## src/rtl/updown_counter_pkg.sv

```systemverilog
`default_nettype none
// ============================================================================
// Module      : updown_counter_pkg
// Description : Shared constants for the parametrised up/down counter.
// Revision    : 1.0 - initial release
// ============================================================================
package updown_counter_pkg;

    localparam logic DIR_UP   = 1'b1;
    localparam logic DIR_DOWN = 1'b0;

    localparam logic [3:0] BCD_DIGIT_MAX = 4'd9;

    localparam bit MODE_WRAP = 1'b0;
    localparam bit MODE_SAT  = 1'b1;

endpackage : updown_counter_pkg
`default_nettype wire

```

## src/rtl/bcd_digit_updown.sv

```systemverilog
`default_nettype none
// ============================================================================
// Module      : bcd_digit_updown
// Description : One decimal digit with parallel increment/decrement paths and
//               carry/borrow outputs for rippling into the next digit.
// Revision    : 1.0 - initial release
// ============================================================================
module bcd_digit_updown
    import updown_counter_pkg::*;
(
    input  logic [3:0] digit,
    input  logic       inc,
    input  logic       dec,
    output logic [3:0] digit_inc,
    output logic [3:0] digit_dec,
    output logic       carry,
    output logic       borrow
);

    logic w_at_nine;
    logic w_at_zero;

    // Non-decimal nibbles behave as 9 so a corrupted digit recovers on the next step
    assign w_at_nine = (digit >= BCD_DIGIT_MAX);
    assign w_at_zero = (digit == 4'd0);

    assign carry     = inc & w_at_nine;
    assign borrow    = dec & w_at_zero;
    assign digit_inc = !inc ? digit : (w_at_nine ? 4'd0 : digit + 4'd1);
    assign digit_dec = !dec ? digit : (w_at_zero ? BCD_DIGIT_MAX : digit - 4'd1);

endmodule : bcd_digit_updown
`default_nettype wire

```

## src/rtl/updown_counter_param.sv

```systemverilog
`default_nettype none
// ============================================================================
// Module      : updown_counter_param
// Description : Reversible counter with programmable terminal value, load,
//               hold, wrap/saturate mode and a registered carry/borrow pulse.
//               Define UPDOWN_CNT_BCD_EN to count in packed BCD digits.
// Revision    : 1.0 - initial release
// ============================================================================
module updown_counter_param
    import updown_counter_pkg::*;
#(
    parameter int WIDTH = 16,
`ifdef UPDOWN_CNT_BCD_EN
    parameter logic [WIDTH-1:0] MAX_VAL = {(WIDTH/4){BCD_DIGIT_MAX}},
`else
    parameter logic [WIDTH-1:0] MAX_VAL = {WIDTH{1'b1}},
`endif
    parameter bit SATURATE = MODE_WRAP
)(
    input  logic             clk,
    input  logic             rst,
    input  logic             ce,
    input  logic             s,
    input  logic             hold,
    input  logic             ld,
    input  logic [WIDTH-1:0] din,
    output logic [WIDTH-1:0] cnt,
    output logic             rc,
    output logic             zero
);

    logic [WIDTH-1:0] r_cnt;
    logic             r_rc;

    logic [WIDTH-1:0] w_cnt_inc;
    logic [WIDTH-1:0] w_cnt_dec;
    logic [WIDTH-1:0] w_din_digits;
    logic [WIDTH-1:0] w_din_clamped;
    logic [WIDTH-1:0] w_cnt_next;
    logic             w_rc_next;
    logic             w_up_bound;
    logic             w_at_zero;
    logic             w_above_max;

`ifdef UPDOWN_CNT_BCD_EN
    localparam int c_digits = WIDTH / 4;

    logic [c_digits:0] w_carry;
    logic [c_digits:0] w_borrow;

    assign w_carry[0]  = 1'b1;
    assign w_borrow[0] = 1'b1;

    for (genvar gi = 0; gi < c_digits; gi++) begin : g_digit
        bcd_digit_updown u_digit (
            .digit     (r_cnt[4*gi +: 4]),
            .inc       (w_carry[gi]),
            .dec       (w_borrow[gi]),
            .digit_inc (w_cnt_inc[4*gi +: 4]),
            .digit_dec (w_cnt_dec[4*gi +: 4]),
            .carry     (w_carry[gi+1]),
            .borrow    (w_borrow[gi+1])
        );

        assign w_din_digits[4*gi +: 4] = (din[4*gi +: 4] > BCD_DIGIT_MAX) ?
                                         BCD_DIGIT_MAX : din[4*gi +: 4];
    end

    // A borrow out of the top digit means every digit was zero; a carry out
    // means every digit was nine, which can only be at or above the bound.
    assign w_at_zero  = w_borrow[c_digits];
    assign w_up_bound = (r_cnt >= MAX_VAL) | w_carry[c_digits];
`else
    localparam logic [WIDTH-1:0] c_one = {{(WIDTH-1){1'b0}}, 1'b1};

    assign w_cnt_inc    = r_cnt + c_one;
    assign w_cnt_dec    = r_cnt - c_one;
    assign w_din_digits = din;
    assign w_at_zero    = (r_cnt == '0);
    assign w_up_bound   = (r_cnt >= MAX_VAL);
`endif

    assign w_above_max   = (r_cnt > MAX_VAL);
    assign w_din_clamped = (w_din_digits > MAX_VAL) ? MAX_VAL : w_din_digits;

    always_comb begin
        w_cnt_next = r_cnt;
        w_rc_next  = 1'b0;
        if (ld) begin
            w_cnt_next = w_din_clamped;
        end else if (ce && !hold) begin
            if (s == DIR_UP) begin
                if (w_up_bound) begin
                    w_rc_next  = 1'b1;
                    w_cnt_next = (SATURATE == MODE_SAT && !w_above_max) ? r_cnt : '0;
                end else begin
                    w_cnt_next = w_cnt_inc;
                end
            end else begin
                if (w_at_zero) begin
                    w_rc_next  = 1'b1;
                    w_cnt_next = (SATURATE == MODE_SAT) ? r_cnt : MAX_VAL;
                end else if (w_above_max) begin
                    w_cnt_next = MAX_VAL;
                end else begin
                    w_cnt_next = w_cnt_dec;
                end
            end
        end
    end

    always_ff @(posedge clk) begin
        if (rst) begin
            r_cnt <= '0;
            r_rc  <= 1'b0;
        end else begin
            r_cnt <= w_cnt_next;
            r_rc  <= w_rc_next;
        end
    end

    assign cnt  = r_cnt;
    assign rc   = r_rc;
    assign zero = (r_cnt == '0);

endmodule : updown_counter_param
`default_nettype wire
```

## config.mk

```make
export PLATFORM = sky130hd
export DESIGN_NAME = updown_counter_param
export DESIGN_NICKNAME = d
export VERILOG_FILES = /design/src/rtl/updown_counter_pkg.sv /design/src/rtl/bcd_digit_updown.sv /design/src/rtl/updown_counter_param.sv
export SDC_FILE = /design/constraint.sdc
export NUM_CORES = 1
export LEC_CHECK = 0
export CAP_MARGIN = 15
export CELL_PAD_IN_SITES_DETAIL_PLACEMENT = 1
export CELL_PAD_IN_SITES_GLOBAL_PLACEMENT = 1
export CORE_ASPECT_RATIO = 1.5
export CORE_MARGIN = 4
export CORE_UTILIZATION = 30
export DETAILED_ROUTE_END_ITERATION = 8
export GPL_TIMING_DRIVEN = 0
export PLACE_DENSITY_LB_ADDON = 0.1
export REMOVE_ABC_BUFFERS = 1
export SLEW_MARGIN = 25
export SYNTH_ARGS = -nofsm -noshare
export SYNTH_HDL_FRONTEND = slang
export SYNTH_SLANG_ARGS = --single-unit
```

## constraint.sdc

```tcl
create_clock -name clk -period 3.35 [get_ports clk]
set_input_delay 0.8375 -clock clk [delete_from_list [all_inputs] [get_ports clk]]
set_output_delay 0.8375 -clock clk [all_outputs]
set_load 0.1 [all_outputs]
```

### Word-level counts from Yosys, hierarchy flattened

Index checks and enable logic that the tools add are counted.

| word-level totals | value |
|---|---|
| word-level logic and storage cells | 23 |
| input bits | 22 |
| flip-flop bits (word level) | 17 |

| operators by class | value |
|---|---|
| reduce and logical (&&, ||, !) cells | 5 |
| bitwise gates (word level) | 1 |
| magnitude comparators | 3 |
| $add $sub $neg | 2 |
| multiplexer cells | 10 |

Operators by type and width:

| operator | number |
|---|---|
| $mux W16 | 7 |
| $gt A16 B16 Y1 const B | 2 |
| $add A16 B1 Y16 const B | 1 |
| $ge A16 B16 Y1 const B | 1 |
| $logic_not A16 Y1 | 1 |
| $sub A16 B1 Y16 const B | 1 |
| $mux W1 | 3 |
| $reduce_or A3 Y1 | 1 |
| $reduce_bool A2 Y1 | 1 |
| $logic_and A1 B1 Y1 | 1 |
| $logic_not A1 Y1 | 1 |
| $not A1 Y1 | 1 |

### Depth between registers and ports, before layout

| depth | value |
|---|---|
| depth in word-level cells | 6 |
| mapped depth | 8 |
| depth with buffers taken out | 7 |

### Least setup slack after synthesis

OpenSTA, ideal clock, no wires.

| timing | value |
|---|---|
| kind | register to output |
| start | register r_cnt[7], in the netlist cnt[7] |
| end | output zero |
| path buffers | 0 |
| slack | -0.195 ns |
| data required time | 2.513 ns |
| data arrival time | 2.708 ns |
| stages on the path, launching flop included | 4 |
| cell sequence | dfxtp_1 or4_1 nor4b_4 and4b_1 |

| between the ends | value |
|---|---|
| cells in the longest elaborated chain, start to end | 1 |

RTL lines:

| what | RTL line | text |
|---|---|---|
| from (decl) | updown_counter_param.sv:32 | `logic [WIDTH-1:0] r_cnt;` |
| from (signal assigned) | updown_counter_param.sv:117 | `r_cnt <= w_cnt_next;` |
| $logic_not A16 Y1 | updown_counter_param.sv:124 | `assign zero = (r_cnt == '0);` |
| to (decl) | updown_counter_param.sv:29 | `output logic zero` |

No other way between the ends.

### Worst setup path after layout

| timing | value |
|---|---|
| start | register r_cnt[5], in the netlist cnt[5] |
| end | output zero |

Same word-level chain as after synthesis.

==> flow_summary.json <==
{
  "dp_slack_ns": -0.4818,
  "ant_nets": 0,
  "die_h_um": 97.59,
  "final_nets": 281,
  "cts.sinks": 17,
  "synth_area_leader_cell": "dfxtp_1",
  "pwr-share-comb_pct": 43.9,
  "power_switching_w": 0.0003595,
  "vdd_drop_max_uv": 206.8,
  "drt_wl_total_um": 5946,
  "grt_pass1_vias": 1867,
  "place_area_mm2": 0.002009,
  "port_buffers": 39,
  "antenna_found_initial": 0,
  "wire_per_inst_um": 18.41,
  "status": "completed",
  "cp-end-kind": "output pin",
  "vias": 1873,
  "grt_max_degree": 24,
  "multi_input_area_mm2": 0.001115,
  "drv_slew": 0,
  "ff2ff_path_depth": 6,
  "die_area_mm2": 0.006609,
  "setup_viol": 0,
  "worstPathMaxFanout": 13,
  "grt_pass1_wl_um": 9708,
  "max-slew-margin-rel_pct": 34.88,
  "synth_area_mm2": 0.001605,
  "p_per_area_mw_per_mm2": 372.6,
  "rsz0062_at_grt": "no",
  "grt.total_usage_pct": 19.07,
  "cts_root_buf": "clkbuf_8",
  "yosysWarningCount": 0,
  "die_w_um": 67.73,
  "finalWorstSetupSlack_ns": 0.1232,
  "holdWs_ns": 0.5573,
  "avgSynthCellArea_um2": 7.072,
  "cts_buffers": 3,
  "holdBufCountCts": 0,
  "tritoncts": "yes",
  "drive_gt1_share_pct": 6.667,
  "tightestPinTransition_ns": 0.9738,
  "grt_remaining_overflow": 0,
  "seq_area_frac_synth_pct": 21.20,
  "hold_depth": 2,
  "synth-seq-cells": 17,
  "synthCells": 227,
  "power.leakage_nw": 0.8022,
  "final_cell_area_mm2": 0.002077,
  "htree_levels": 1,
  "synth_top_area_share_pct": 21.20,
  "coreArea_mm2": 0.005165,
  "synth-main-ff-cell": "dfxtp_1",
  "cp_data_required_time_ns": 2.51,
  "num_rows": 32,
  "start_util_pct": 31.08,
  "synthArstFlopShare_pct": 0,
  "dp_hpwl_um": 4196,
  "fin_crit_ns": 3.227,
  "drtIter0Drc": 53,
  "insertion_delay_ns": 0.27,
  "final.setup.tns_ns": 0,
  "startpoint_type": "flop",
  "area.growth.synth_to_final_pct": 29.38,
  "hp-class": "reg2reg",
  "layout_common_cells": "37 x clkdlybuf4s50_1, 26 x a21oi_1, 21 x inv_1",
  "via_per_inst": 5.799,
  "clkPwrFrac_pct": 22.3,
  "totalPowerFinal_w": 0.0007740,
  "seqCellArea_um2": 340.3,
  "path_class": "reg2out",
  "p_int_w": 0.0004145,
  "p_sw_share_pct": 46.44,
  "clockBufferDepth": 2,
  "cp.arrival_ns": 2.39,
  "finalWeightedCongestion": 0.8118,
  "finalCritPeriodShare_pct": 96.32,
  "synth.distinct_cells": 50,
  "drc": 0,
  "dr.pass1.iters": 4,
  "max-cap-violations": 0,
  "diodes": 0,
  "final_common_cell": "clkdlybuf4s50_1",
  "pwr-share-seq_pct": 33.8,
  "nFillCells": 650,
  "finClkSkew_ns": 0.004356,
  "synthTopCellsByArea": "dfxtp_1 21%, a21oi_1 8.1%, inv_1 4.9%, nor2_1 4.0%, nor3_1 3.4%",
  "synth-edff-count": 0,
  "num_io_pins": 40,
  "max_freq_ghz": 0.3099,
  "path_clk_slew_ns": 0.08,
  "finalHoldViolations": 0
}
-- worst max-delay path, stage by stage, from the launching register on --
cell,delay [ns]
dfxtp_1,0.45
or4_1,0.70
nor4b_4,0.42
and4b_1,0.26
buf_4,0.29
-- timing repair --
| action | in CTS | in global routing |
|---|---|---|
| buffers inserted | 0 | 3 |
| gates resized for setup | 6 | 1 |
| setup endpoints to repair | 1 | 2 |
| pin swaps | 0 | 1 |
| gates cloned | 0 | 0 |
-- metal layers --
metal / up-vias / share of wire [%] / wire length [um] / track usage [%]
met4: 0 / 1.6 / 94 / 5.156
li1: 911 / - / - / -
met1: 910 / 43 / 2547 / 24.65
met2: 45 / 52 / 3082 / 32.56
met3: 7 / 3.7 / 222 / 1.852
met5: - / 0 / 0 / 0
-- registers in the layout, summed over array words and instances (netlist names) --
signal	cells
cnt	16
rc	1
-- cell usage after synthesis (5+ instances only) --
| cell type | count |
|---|---|
| nor2_1 | 17 |
| o21ai_0 | 9 |
| a31oi_1 | 5 |
| nand3_1 | 7 |
| clkbuf_1 | 14 |
| nor3_1 | 11 |
| nand4_1 | 6 |
| nand2_1 | 10 |
| dfxtp_1 | 17 |
| a21oi_1 | 26 |
| nor4_1 | 6 |
| inv_1 | 21 |
-- power by group through the flow --
stage | combinational, W | clock (W) | sequential (W)
2_1_floorplan | 0.000118 | 0 | 0.000372
3_3_place_gp | 0.000335 | 0 | 0.000266
3_5_place_dp | 0.000336 | 0 | 0.000265
4_1_cts | 0.000337 | 0.000176 | 0.000261
5_1_grt | 0.000364 | 0.000181 | 0.000267
6_report | 0.000340 | 0.000172 | 0.000262
-- stage by stage --
stage	cells	utilization (%)
after floorplan	209	-
after global placement	316	38.91
after detailed placement	316	38.91
after CTS	320	39.73
after global routing	323	40.21
final	323	40.21
-- cells by family (layout without fill, tap and decap cells) --
kind of cell	Yosys count	count (layout)	share of synthesized area (%)
fa+ha+maj	3	3	2.339
simple gates	83	83	30.48
compound gates	83	83	35.54
buf+inv	39	67	9.353
xor+xnor	2	2	1.091
flops	17	17	21.20
-- final timing paths --
check / from / endpoint / slack (ns)
hold / removal: cnt[12] / cnt[12] / 0.56
hold reg to reg: cnt[12] / cnt[12] / 0.56
setup reg to reg: cnt[1] / cnt[15] / 0.89
setup / recovery: cnt[5] / zero / 0.12
-- area by class of cell --
class / count / share of cell area (%)
Multi-Input combinational cell: 171 / 53.67
Tap cell: 68 / 4.096
Timing Repair Buffer: 42 / 19.88
Sequential cell: 17 / 16.39
Clock buffer: 4 / 2.169
Inverter: 21 / 3.795
Note: power is estimated with default switching activity, not from simulation.
